### config.mk
export PLATFORM = sky130hd
export DESIGN_NAME = rle_zero_coder_param
export DESIGN_NICKNAME = d
export VERILOG_FILES = /design/src/rtl/rle_pkg.sv /design/src/rtl/rle_bcd_run_counter.sv /design/src/rtl/rle_zero_coder_param.sv
export SDC_FILE = /design/constraint.sdc
export NUM_CORES = 1
export LEC_CHECK = 0
export BUFFER_PORTS_ARGS = -buffer_cell sky130_fd_sc_hd__clkbuf_2
export CAP_MARGIN = 10
export CELL_PAD_IN_SITES_DETAIL_PLACEMENT = 2
export CELL_PAD_IN_SITES_GLOBAL_PLACEMENT = 2
export CORE_ASPECT_RATIO = 0.5
export CORE_MARGIN = 1.5
export CORE_UTILIZATION = 34
export DETAILED_ROUTE_END_ITERATION = 10
export PLACE_DENSITY = 0.86
export SYNTH_ARGS = -nofsm -noshare
export SYNTH_HDL_FRONTEND = slang
export SYNTH_SLANG_ARGS = --single-unit
### constraint.sdc
create_clock -name clk_source -period 2.5 [get_ports clk_source]
set_input_delay 0.125 -clock clk_source [delete_from_list [all_inputs] [get_ports clk_source]]
set_output_delay 0.125 -clock clk_source [all_outputs]
set_load 0.05 [all_outputs]
### src/rtl/rle_pkg.sv
// rle_pkg: shared types and helpers for the zero-run-length coder.
package rle_pkg;

    typedef logic [7:0] byte_t;

    typedef enum logic [2:0] {
        IDLE,
        LOAD,
        SCAN,
        EMIT_Z,
        EMIT_D,
        FLUSH,
        DONE
    } state_t;

    localparam byte_t DIGIT_BASE = 8'h30;

    function automatic int dec_digits(input int v);
        int n;
        int t;
        n = 1;
        t = v;
        for (int i = 0; i < 9; i++) begin
            if (t >= 10) begin
                t = t / 10;
                n++;
            end
        end
        return n;
    endfunction

    localparam int RUN_DIGITS = dec_digits(99);

    function automatic logic [31:0] sat_add32(input logic [31:0] a,
                                              input logic [31:0] b);
        logic [32:0] s;
        s = {1'b0, a} + {1'b0, b};
        return s[32] ? 32'hffff_ffff : s[31:0];
    endfunction

endpackage

### src/rtl/rle_bcd_run_counter.sv
// rle_bcd_run_counter: BCD run length with digit select and
// most-significant-nonzero digit index for decimal token emission.
module rle_bcd_run_counter
    import rle_pkg::*;
#(
    parameter int DIGITS  = RUN_DIGITS,
    parameter int MAX_RUN = 99,
    parameter int DW      = (DIGITS > 1) ? $clog2(DIGITS) : 1
) (
    input  logic          clk_source,
    input  logic          rst_source,
    input  logic          inc,
    input  logic          clr,
    input  logic [DW-1:0] sel,
    output logic [3:0]    digit,
    output logic [DW-1:0] msb_idx,
    output logic          nonzero,
    output logic          at_cap
);

    localparam int BW = $clog2(MAX_RUN + 1);

    logic [DIGITS-1:0][3:0] dig;
    logic [DIGITS-1:0][3:0] dig_n;
    logic [BW-1:0]          bin;
    logic                   carry;

    always_comb begin
        dig_n = dig;
        carry = 1'b1;
        for (int i = 0; i < DIGITS; i++) begin
            if (carry) begin
                if (dig[i] == 4'd9) begin
                    dig_n[i] = 4'd0;
                end else begin
                    dig_n[i] = dig[i] + 4'd1;
                    carry    = 1'b0;
                end
            end
        end
    end

    always_comb begin
        msb_idx = '0;
        digit   = '0;
        for (int i = 0; i < DIGITS; i++) begin
            if (dig[i] != 4'd0) msb_idx = DW'(i);
            if (DW'(i) == sel) digit = dig[i];
        end
    end

    assign nonzero = |dig;
    // Binary shadow makes the cap test a single compare.
    assign at_cap  = (bin == BW'(MAX_RUN - 1));

    always_ff @(posedge clk_source) begin
        if (rst_source || clr) begin
            dig <= '0;
            bin <= '0;
        end else if (inc) begin
            dig <= dig_n;
            bin <= bin + BW'(1);
        end
    end

endmodule

### src/rtl/rle_zero_coder_param.sv
// rle_zero_coder_param: streaming zero-run-length coder with word repacking.
// Define RLE_CODER_STATS_EN to add input/output byte statistics ports.
module rle_zero_coder_param
    import rle_pkg::*;
#(
    parameter int    N_BYTES   = 4,
    parameter byte_t ZERO_CHAR = 8'h30,
    parameter int    MAX_RUN   = 99
) (
    input  logic                         clk_source,
    input  logic                         rst_source,
    input  logic                         start_source,
    input  logic                         in_valid_source,
    input  logic                         last_source,
    input  logic [N_BYTES-1:0][7:0]      input_data_source,
    output logic                         in_ready_port,
    input  logic                         read_success,
    output logic                         result_ready_port,
    output logic [N_BYTES-1:0][7:0]      coded_data_port,
    output logic [$clog2(N_BYTES+1)-1:0] coded_bytes_port,
    output logic                         finish_port
`ifdef RLE_CODER_STATS_EN
    ,
    output logic [31:0]                  stat_in_bytes_port,
    output logic [31:0]                  stat_out_bytes_port
`endif
);

    localparam int FW     = $clog2(N_BYTES + 1);
    localparam int SW     = $clog2(N_BYTES);
    localparam int DIGITS = dec_digits(MAX_RUN);
    localparam int DW     = (DIGITS > 1) ? $clog2(DIGITS) : 1;

    state_t                 state, state_n;
    logic [FW-1:0]          idx, idx_n;
    logic [FW-1:0]          fill;
    logic [DW-1:0]          dptr, dptr_n;
    logic [N_BYTES-1:0][7:0] word_q;
    logic                   last_q;
    logic                   load, push, read, full, raise;
    logic                   run_inc, run_clr;
    byte_t                  push_byte, cur;
    logic [3:0]             digit;
    logic [DW-1:0]          msb_idx;
    logic                   run_nz, run_hit, word_end;

    rle_bcd_run_counter #(
        .DIGITS  (DIGITS),
        .MAX_RUN (MAX_RUN),
        .DW      (DW)
    ) u_run (
        .clk_source (clk_source),
        .rst_source (rst_source),
        .inc        (run_inc),
        .clr        (run_clr),
        .sel        (dptr),
        .digit      (digit),
        .msb_idx    (msb_idx),
        .nonzero    (run_nz),
        .at_cap     (run_hit)
    );

    assign in_ready_port = (state == LOAD);
    assign full          = (fill == FW'(N_BYTES));
    assign read          = read_success && result_ready_port;
    assign cur           = word_q[idx[SW-1:0]];
    assign word_end      = (idx == FW'(N_BYTES - 1));
    // Partial words are only presented once the frame is fully coded.
    assign raise         = !result_ready_port &&
                           (full || (state == FLUSH && fill != '0));

    always_comb begin
        state_n   = state;
        idx_n     = idx;
        dptr_n    = dptr;
        load      = 1'b0;
        push      = 1'b0;
        push_byte = '0;
        run_inc   = 1'b0;
        run_clr   = 1'b0;
        unique case (state)
            IDLE: if (start_source) state_n = LOAD;
            LOAD: begin
                if (in_valid_source) begin
                    load    = 1'b1;
                    idx_n   = '0;
                    state_n = SCAN;
                end
            end
            SCAN: begin
                if (!full) begin
                    if (cur == ZERO_CHAR) begin
                        run_inc = 1'b1;
                        idx_n   = idx + FW'(1);
                        if (run_hit)       state_n = EMIT_Z;
                        else if (word_end) state_n = last_q ? EMIT_Z : LOAD;
                    end else if (run_nz) begin
                        state_n = EMIT_Z;
                    end else begin
                        push      = 1'b1;
                        push_byte = cur;
                        idx_n     = idx + FW'(1);
                        if (word_end) state_n = last_q ? FLUSH : LOAD;
                    end
                end
            end
            EMIT_Z: begin
                if (!full) begin
                    push      = 1'b1;
                    push_byte = ZERO_CHAR;
                    dptr_n    = msb_idx;
                    state_n   = EMIT_D;
                end
            end
            EMIT_D: begin
                if (!full) begin
                    push      = 1'b1;
                    push_byte = DIGIT_BASE + {4'h0, digit};
                    if (dptr == '0) begin
                        run_clr = 1'b1;
                        if (idx == FW'(N_BYTES)) state_n = last_q ? FLUSH : LOAD;
                        else                     state_n = SCAN;
                    end else begin
                        dptr_n = dptr - DW'(1);
                    end
                end
            end
            FLUSH: begin
                if (result_ready_port) begin
                    if (read_success) state_n = DONE;
                end else if (fill == '0) begin
                    state_n = DONE;
                end
            end
            DONE:    state_n = IDLE;
            default: state_n = IDLE;
        endcase
    end

    always_ff @(posedge clk_source) begin
        if (rst_source) begin
            state             <= IDLE;
            idx               <= '0;
            dptr              <= '0;
            word_q            <= '0;
            last_q            <= 1'b0;
            fill              <= '0;
            coded_data_port   <= '0;
            coded_bytes_port  <= '0;
            result_ready_port <= 1'b0;
            finish_port       <= 1'b0;
        end else begin
            state       <= state_n;
            idx         <= idx_n;
            dptr        <= dptr_n;
            finish_port <= (state_n == DONE);
            if (load) begin
                word_q <= input_data_source;
                last_q <= last_source;
            end
            if (read) begin
                result_ready_port <= 1'b0;
                fill              <= '0;
                coded_data_port   <= '0;
                coded_bytes_port  <= '0;
            end else begin
                if (push) begin
                    coded_data_port[fill[SW-1:0]] <= push_byte;
                    fill                          <= fill + FW'(1);
                end
                if (raise) begin
                    result_ready_port <= 1'b1;
                    coded_bytes_port  <= fill;
                end
            end
        end
    end

`ifdef RLE_CODER_STATS_EN
    always_ff @(posedge clk_source) begin
        if (rst_source || (state == IDLE && start_source)) begin
            stat_in_bytes_port  <= '0;
            stat_out_bytes_port <= '0;
        end else begin
            if (load)
                stat_in_bytes_port <= sat_add32(stat_in_bytes_port, 32'(N_BYTES));
            if (read)
                stat_out_bytes_port <= sat_add32(stat_out_bytes_port,
                                                 32'(coded_bytes_port));
        end
    end
`endif

endmodule

==> results of run 1 <==
cells by family after synthesis:
kind of cell | count (synthesis)
XOR/XNOR | 4
multiplexers | 47
buffers and inverters | 43
AO/OA/AOI/OAI | 101
flip-flops | 95
AND/OR/NAND/NOR | 214
adder cells (fa/ha/maj) | 10
worst max-delay path: stages, from the launching register on:
cell,delay (ns)
dfxtp_4,0.42
mux4_2,0.59
buf_4,0.18
nor4_4,0.17
buf_4,0.22
buf_4,0.12
nand3_2,0.14
or4_1,0.53
nand2_1,0.08
layout make-up:
cell class | instances | area, um^2 | area share
clock buffers | 9 | 225 | 0.0400
clock inverters | 7 | 62.6 | 0.0111
inverters | 12 | 45.0 | 0.00800
multi-input cells | 376 | 2460 | 0.437
flip-flops and latches | 95 | 1910 | 0.339
well taps | 170 | 213 | 0.0378
repair buffers | 115 | 716 | 0.127
layout by cell type, fill, tap and decap left out, drive strengths merged, types with 5 or more instances in the layout:
master | netlist | final
nand3 | 10 | 10
o21ai | 16 | 16
nand4 | 5 | 5
dlygate4sd3 | 0 | 6
inv | 12 | 15
dfxtp | 95 | 95
nand2 | 121 | 121
mux4 | 8 | 8
o211ai | 6 | 6
mux2i | 39 | 39
buf | 7 | 34
or3 | 5 | 5
nor2 | 20 | 20
a21oi | 53 | 53
nor3 | 9 | 9
clkbuf | 24 | 84
or4 | 7 | 7
nor2b | 7 | 7
ha | 10 | 10
flip-flops by register name, indices dropped and copies added (netlist names), 3 cells and up:
register	count
coded_bytes_port	3
coded_data_port	32
fill	3
idx	3
state	3
u_run.bin	7
u_run.dig	8
word_q	32
per-layer routing:
layer  up-vias  routed length [um]
met5         -                   0
met4         0                 299
met3        25                 723
met2       101                7510
met1      2088                7230
li1       1994                   -
what timing repair did:
| action | in CTS | in global routing |
|---|---|---|
| pin swaps | 5 | 3 |
| hold buffers | 6 | 0 |
| gates resized for setup | 6 | 6 |
| hold endpoints to repair | 6 | 0 |
| buffers inserted | 7 | 6 |
| endpoints found under the setup margin | 53 | 31 |
power groups by stage:
stage	combinational, W	clock [W]	sequential [W]
floorplan	0.000106	0	0.00157
global placement	0.000166	0	0.00158
detailed placement	0.000174	0	0.00158
CTS	0.000188	0.00138	0.00154
global route	0.000210	0.00145	0.00154
finish	0.000193	0.00135	0.00154
path summary, 6_finish.rpt:
check,from,to,slack (ns)
min reg2reg,word_q[13]$_SDFFE_PP0P_,word_q[13]$_SDFFE_PP0P_,0.47
min,input_data_source[17],word_q[17]$_SDFFE_PP0P_,0.004
max reg2reg,idx[1]$_SDFFE_PP0P_,u_run.bin[4]$_SDFFE_PP0P_,0.0001
max,idx[1]$_SDFFE_PP0P_,u_run.bin[4]$_SDFFE_PP0P_,0.0001
metrics by stage:
step	std cells	setup slack, ns
final	784	0.000147
after global routing	784	-0.0956
after CTS	778	0.0135
after detailed placement	749	-0.324
after global placement	749	-0.0864
after floorplan	514	0.244
==> impl_metrics.py, run 1 <==
metrics = {
    "setup_path": {
        "cp_max_fo": 7,
        "critPathRequiredTime_ns": 2.80,
        "cp.arrival_ns": 2.80,
        "end_kind": "flip-flop",
        "r2r_cells": 8,
        "crit_type": "reg -> reg",
        "startpoint_type": "flip-flop",
    },
    "power_and_ir_drop": {
        "internal_power_w": 0.00230,
        "power_switching_share": 0.256,
        "p_clk_frac": 0.438,
        "power_w": 0.00309,
        "power_frac_seq": 0.499,
        "p_leak_nw": 2.39,
        "p_sw_w": 0.000790,
        "ir_worst_vdd_v": 0.000238,
        "pwr-share-comb": 0.062,
        "power_density_nw_per_um2": 549,
    },
    "detailed_routing": {
        "vias": 4208,
        "vias_per_cell": 5.37,
        "ant_nets": 0,
        "wire_per_inst_um": 20.1,
        "drc": 8,
        "drt-initial-drc-count": 264,
        "wl_um": 15800,
        "dr.pass1.iters": 8,
    },
    "sta": {
        "finalClockSkew_ns": 0.00648,
        "tightestPinTransition_ns": 0.604,
        "finalCriticalPeriod_ns": 2.50,
        "max_freq_mhz": 400,
        "holdWs_ns": 0.00351,
        "slew_headroom": 0.593,
        "setup_violations": 0,
        "hold_violations": 0,
        "setup_tns_ns": 0,
        "finalCritPeriodShare": 1.00,
        "maxSlewViolCount": 0,
    },
    "synthesis": {
        "synthTopCellsByCount": "121 x nand2_1, 95 x dfxtp_1, 53 x a21oi_1",
        "synthFlopType": "dfxtp_1",
        "synthMuxAreaShare": 0.130,
        "synth.distinct_cells": 55,
        "synth_fa_ha_area_frac": 0.0276,
        "ys_seq_area_frac": 0.419,
        "yosysMostFrequentCell": "nand2_1",
        "synth_warnings": 0,
        "yosys.area.top_type": "dfxtp_1",
        "synth_area_um2": 4540,
        "ys_async_sr_fraction": 0,
        "synth-edff-count": 0,
        "yosys_register_bits": 95,
        "synth_nets": 562,
        "yosys.area_share.xor_xnor": 0.00772,
        "synth.top_cell.area_share": 0.419,
        "synth-simple-area-share": 0.233,
        "synth_compound_gate_area_share": 0.141,
        "syn_inst": 514,
        "yosys-top-cells-area": "dfxtp_1 42%, nand2_1 10%, mux2i_1 8.6%",
        "synth_top_family_by_area": "simple AND/OR/NAND/NOR gates",
        "syn_area_per_cell_um2": 8.83,
    },
    "placed_design": {
        "io_buffers": 75,
        "gp_congestion": 0.839,
        "place_area_um2": 5140,
        "post-dp-hpwl_um": 11300,
    },
    "finish": {
        "syn2layout_area_growth_pct": 24.0,
        "final_util": 0.438,
        "diodes": 0,
        "fillers": 1422,
        "post-route-cell-area_um2": 5630,
        "drive_above_1_share": 0.254,
        "fin_nets": 657,
    },
    "outcome": {
        "status": "complete, but fails checks",
        "violations": "DRC",
    },
    "clocking": {
        "cts.sinks": 95,
        "htreeDepth": 3,
        "cts_buffer_depth": 2,
        "insertion_delay_ns": 0.35,
        "cts_made_buffers": 9,
        "path_clk_slew_ns": 0.07,
        "cts_tree": "done",
        "root_buffer": "clkbuf_16",
    },
    "global_routing": {
        "top_usage_layer": "met2",
        "grt_max_degree": 44,
        "grt.met2_usage": 0.389,
        "grt_usage": 0.227,
        "grt_util_met1": 0.285,
        "first_global_vias": 4519,
        "use_met3": 0.0467,
        "gr-total-overflow": 0,
        "grt_pass1_wl_um": 24800,
        "antenna_found_initial": 0,
    },
    "die": {
        "fp.dieH_um": 84.7,
        "num_rows": 29,
        "io_pins": 76,
        "fp.dieArea_um2": 14100,
        "start_util": 0.353,
        "core_area_um2": 12800,
        "die_x_um": 166,
    },
    "hold_path": {
        "worstHoldPathType": "in -> reg",
        "hold_depth": 3,
    },
    "run": {
        "max_cap_violations": 0,
    },
}
Note: power is estimated with default switching activity, not from simulation.
==> inputs of run 2 (changes only) <==
PLACE_DENSITY = not set   (was 0.86)
PLACE_DENSITY_LB_ADDON = 0.25   (was not set)
TNS_END_PERCENT = 5   (was not set)
==> impl_metrics.py, run 2 (synthesis gave the netlist of run 1 again) <==
metrics = {
    "sta": {
        "slew_headroom": 0.560,
        "grt_setup_unrepaired": "yes",
        "tightestPinTransition_ns": 0.653,
        "finalCriticalPeriod_ns": 2.43,
        "finalClockSkew_ns": 0.00934,
        "hold_violations": 0,
        "finalCritPeriodShare": 0.971,
        "maxSlewViolCount": 0,
        "max_freq_mhz": 412,
        "setup_violations": 0,
    },
    "finish": {
        "reg_top3": "coded_data_port: 32 flops, word_q: 32 flops, u_run.dig: 8 flops",
        "drive_above_1_share": 0.244,
        "final_cell_mix": "121 x nand2_1, 92 x dfxtp_1, 75 x clkbuf_2",
        "final_util": 0.437,
        "diodes": 0,
        "layout.cells.non_filler": 780,
        "layout.cells.most_common": "nand2_1",
        "fillers": 1466,
        "fin_nets": 653,
        "syn2layout_area_growth_pct": 23.5,
    },
    "clocking": {
        "htreeDepth": 3,
        "cts.sinks": 95,
        "cts_buffer_depth": 2,
        "cts_tree": "done",
        "cts_made_buffers": 9,
        "path_clk_slew_ns": 0.07,
        "insertion_delay_ns": 0.34,
        "root_buffer": "clkbuf_16",
    },
    "detailed_routing": {
        "wl_met2_um": 6780,
        "route.met3.wl_um": 482,
        "vias": 4117,
        "vias_per_cell": 5.28,
        "wl_um": 14800,
        "wire_per_inst_um": 19.0,
        "dr.pass1.iters": 9,
        "drc": 6,
        "met1_length_um": 7360,
        "ant_nets": 0,
        "drt-initial-drc-count": 235,
        "top_layer": "met4",
    },
    "setup_path": {
        "crit_top_cell": "buf_4",
        "critPathBufInv": 3,
        "slowest_stage": "mux4_2",
        "crit_start": "idx[0]$_SDFFE_PP0P_",
        "critPathRequiredTime_ns": 2.75,
        "cp.arrival_ns": 2.68,
        "crit_chain": "mux4_2 -> nor4_4 -> buf_4 -> a21boi_4 -> buf_4 -> o21ai_4 -> buf_4 -> mux2i_1",
        "cp_max_fo": 4,
        "cp_top_family": "multiplexers",
        "end_kind": "flip-flop",
        "r2r-start": "idx[0]$_SDFFE_PP0P_",
        "crit_type": "reg -> reg",
        "slowest_delay_ns": 0.61,
        "startpoint_type": "flip-flop",
    },
    "global_routing": {
        "gr-total-overflow": 0,
        "antenna_found_initial": 0,
        "first_global_vias": 4363,
        "grt_usage": 0.220,
        "grt_pass1_wl_um": 24000,
        "grt_max_degree": 42,
    },
    "placed_design": {
        "post-dp-hpwl_um": 10600,
        "dp.cells": 749,
        "io_buffers": 75,
        "gp_congestion": 0.848,
    },
    "power_and_ir_drop": {
        "ir_worst_vdd_v": 0.000287,
        "power_density_nw_per_um2": 562,
        "p_leak_nw": 2.37,
        "power_w": 0.00315,
    },
    "die": {
        "io_pins": 76,
        "core_area_um2": 12800,
        "fp.dieArea_um2": 14100,
        "num_rows": 29,
        "die_x_um": 166,
        "start_util": 0.353,
        "fp.dieH_um": 84.7,
    },
    "run": {
        "max_cap_violations": 0,
    },
    "hold_path": {
        "worstHoldStart": "input_data_source[28]",
        "worstHoldPathType": "in -> reg",
    },
    "outcome": {
        "status": "complete, but fails checks",
        "violations": "DRC",
    },
}
[run 2: path summary, 6_finish.rpt]
path              depth (start not counted)  slack [ns]                          endpoint
setup / recovery                          8        0.07  coded_data_port[30]$_SDFFE_PP0P_
hold reg to reg                           2        0.46   coded_data_port[2]$_SDFFE_PP0P_
hold / removal                            3       0.006           word_q[28]$_SDFFE_PP0P_
setup reg to reg                          8        0.07  coded_data_port[30]$_SDFFE_PP0P_
[run 2: per-layer routing]
metal  track usage  vias to the layer above
met3        0.0462                       14
li1              -                     1984
met1         0.294                     2026
met5             0                        -
met2         0.366                       93
met4        0.0529                        0
[run 2: final cells by class]
| class | count | area (um^2) | share of cell area |
|---|---|---|---|
| Clock inverter | 4 | 55.1 | 0.00982 |
| Sequential cell | 95 | 1910 | 0.340 |
| Tap cell | 170 | 213 | 0.0379 |
| Inverter | 12 | 45.0 | 0.00803 |
| Clock buffer | 12 | 246 | 0.0440 |
| Timing Repair Buffer | 111 | 686 | 0.122 |
| Multi-Input combinational cell | 376 | 2450 | 0.438 |
[run 2: metrics by stage]
step | hold slack [ns] | TNS [ns] | instance area (um^2) | worst slack, ns
after floorplan | 0.261 | 0 | 4540 | 0.244
after global placement | 0.350 | -1.56 | 5140 | -0.0648
after detailed placement | 0.360 | -5.07 | 5140 | -0.213
after CTS | 0.000270 | 0 | 5580 | 0.0167
after global routing | 0.0104 | -0.130 | 5610 | -0.0447
final | 0.00649 | 0 | 5610 | 0.0735
[run 2: worst register-to-register path: stages (launching register included)]
cell      delay (ns)
dfxtp_1         0.43
mux4_2          0.61
nor4_4          0.30
buf_4           0.18
a21boi_4        0.08
buf_4           0.18
o21ai_4         0.15
buf_4           0.17
mux2i_1         0.24
[run 2: power breakdown]
group          total [W]  switching (W)  internal, W
logic           0.000190       0.000113    0.0000767
clock network    0.00142       0.000611     0.000808
registers        0.00154      0.0000141      0.00153
total            0.00315       0.000738      0.00241
[run 2: timing repair]
item	in CTS	in global routing
pin swaps	4	3
hold buffers	6	0
buffers inserted	5	4
resized for setup	6	3
setup endpoints to repair	43	40
endpoints found under the hold margin	6	0
==> inputs of run 3 (changes only) <==
RECOVER_POWER = 50   (was not set)
==> impl_metrics.py, run 3 (synthesis gave the netlist of run 1 again) <==
metrics = {
    "outcome": {
        "status": "complete, but fails checks",
        "violations": "DRC",
    },
    "finish": {
        "drive_above_1_share": 0.180,
        "seq_area_um2": 1910,
        "final_cell_mix": "121 x nand2_1, 92 x dfxtp_1, 52 x a21oi_1",
        "layout.cells.most_common": "nand2_1",
        "reg_top3": "coded_data_port: 32 flops, word_q: 32 flops, u_run.dig: 8 flops",
        "syn2layout_area_growth_pct": 22.3,
        "multi_input_area_um2": 2450,
        "fillers": 1494,
        "fin_nets": 653,
        "diodes": 0,
    },
    "hold_path": {
        "hold_depth": 3,
        "worstHoldStart": "input_data_source[28]",
        "min_to": "word_q[28]$_SDFFE_PP0P_",
        "worstHoldPathType": "in -> reg",
    },
    "detailed_routing": {
        "wire_per_inst_um": 19.1,
        "vias": 4070,
        "drt-initial-drc-count": 208,
        "vias_per_cell": 5.22,
        "dr.pass1.iters": 9,
        "ant_nets": 0,
        "drc": 6,
        "wl_um": 14900,
    },
    "sta": {
        "tightestPinTransition_ns": 0.672,
        "finalCritPeriodShare": 0.973,
        "setup_tns_ns": 0,
        "finalClockSkew_ns": 0.0106,
        "grt_setup_unrepaired": "yes",
        "max_freq_mhz": 411,
        "finalCriticalPeriod_ns": 2.43,
        "maxSlewViolCount": 0,
        "slew_headroom": 0.547,
        "hold_violations": 0,
        "setup_violations": 0,
    },
    "setup_path": {
        "critPathBufInv": 3,
        "critPathRequiredTime_ns": 2.75,
        "rrSetupSlack_ns": 0.07,
        "r2r-start": "idx[0]$_SDFFE_PP0P_",
        "cp.arrival_ns": 2.69,
        "rr_endpoint": "coded_data_port[30]$_SDFFE_PP0P_",
        "slowest_stage": "mux4_2",
        "cp_max_fo": 4,
        "cp_top_family": "multiplexers",
        "crit_type": "reg -> reg",
        "slowest_delay_ns": 0.61,
        "r2r_cells": 8,
        "crit_top_cell": "buf_4",
        "startpoint_type": "flip-flop",
        "crit_chain": "mux4_2 -> nor4_4 -> buf_4 -> a21boi_4 -> buf_4 -> o21ai_4 -> buf_4 -> mux2i_1",
        "end_kind": "flip-flop",
    },
    "placed_design": {
        "gp_congestion": 0.848,
        "io_buffers": 75,
        "post-dp-hpwl_um": 10600,
    },
    "power_and_ir_drop": {
        "ir_worst_vdd_v": 0.000286,
        "power_w": 0.00316,
        "p_leak_nw": 2.23,
        "power_frac_seq": 0.489,
        "pwr-share-comb": 0.060,
        "power_density_nw_per_um2": 568,
        "power_switching_share": 0.235,
        "p_sw_w": 0.000743,
        "p_clk_frac": 0.451,
        "internal_power_w": 0.00241,
    },
    "clocking": {
        "root_buffer": "clkbuf_16",
        "htreeDepth": 3,
        "cts_tree": "done",
        "cts_buffer_depth": 2,
        "path_clk_slew_ns": 0.07,
        "cts_made_buffers": 9,
        "cts.sinks": 95,
        "insertion_delay_ns": 0.34,
    },
    "die": {
        "start_util": 0.353,
        "num_rows": 29,
        "io_pins": 76,
        "core_area_um2": 12800,
        "fp.dieH_um": 84.7,
        "fp.dieArea_um2": 14100,
        "die_x_um": 166,
    },
    "global_routing": {
        "grt_pass1_wl_um": 24000,
        "antenna_found_initial": 0,
        "gr-total-overflow": 0,
        "grt_max_degree": 42,
        "grt_usage": 0.220,
        "first_global_vias": 4363,
    },
    "run": {
        "max_cap_violations": 0,
    },
}
[run 3: cell types whose count changed in the layout (fill, tap and decap cells not counted)]
cell / before / now
and2_0: 0 / 1
and2_1: 3 / 2
buf_4: 28 / 26
clkbuf_1: 2 / 41
clkbuf_2: 75 / 38
[run 3: per-layer routing]
layer | track usage | wire length, um
met1 | 0.294 | 7330
met2 | 0.366 | 6760
met3 | 0.0462 | 607
met4 | 0.0529 | 161
met5 | 0 | 0
[run 3: per-stage QoR]
step / area [um^2] / hold WS [ns] / cells / util / setup slack (ns)
after floorplan: 4540 / 0.261 / 514 / - / 0.244
after global placement: 5140 / 0.350 / 749 / 0.400 / -0.0648
after detailed placement: 5140 / 0.360 / 749 / 0.400 / -0.213
after CTS: 5580 / 0.000270 / 776 / 0.434 / 0.0167
after global routing: 5550 / 0.0104 / 780 / 0.432 / -0.0447
final: 5550 / 0.00753 / 780 / 0.432 / 0.0667
[run 3: repair_timing]
action / 4_1_cts / 5_1_grt
hold buffers: 6 / 0
endpoints found under the hold margin: 6 / 0
resized for setup: 6 / 3
endpoints found under the setup margin: 43 / 40
pin swaps: 4 / 3
setup buffers: 5 / 4
[run 3: how the worst max path moves through the flow]
| stage | from | endpoint | cells past startpoint |
|---|---|---|---|
| 5_1_grt | idx[1]$_SDFFE_PP0P_ | u_run.dig[2]$_SDFFE_PP0P_ | 6 |
| 6_report | idx[0]$_SDFFE_PP0P_ | coded_data_port[30]$_SDFFE_PP0P_ | 8 |
| 2_1_floorplan | idx[0]$_SDFFE_PP0P_ | coded_data_port[12]$_SDFFE_PP0P_ | 7 |
| 4_1_cts | idx[0]$_SDFFE_PP0P_ | u_run.bin[4]$_SDFFE_PP0P_ | 6 |
| 3_3_place_gp | idx[1]$_SDFFE_PP0P_ | coded_data_port[21]$_SDFFE_PP0P_ | 6 |
| 3_5_place_dp | idx[1]$_SDFFE_PP0P_ | coded_data_port[29]$_SDFFE_PP0P_ | 6 |
[run 3: final cells by class]
cell class,count,share of cell area
clock buffer,12,0.0444
clock inverter,4,0.00991
inverter,12,0.00811
multi-input combinational,376,0.442
sequential,95,0.344
tap,170,0.0383
timing repair buffer,111,0.114
[run 3: power by group through the flow]
stage	Clock [W]	Combinational [W]	Sequential, W
after floorplan	0	0.000106	0.00157
after global placement	0	0.000169	0.00158
after detailed placement	0	0.000174	0.00158
after CTS	0.00146	0.000186	0.00154
after global routing	0.00152	0.000209	0.00154
final	0.00142	0.000188	0.00154
[run 3: worst reg2reg max path: stages, from the launching register on]
cell and delay (ns):
dfxtp_1 0.43, mux4_2 0.61, nor4_4 0.30, buf_4 0.18, a21boi_4 0.08, buf_4 0.18, o21ai_4 0.15, buf_4 0.17
mux2i_1 0.25
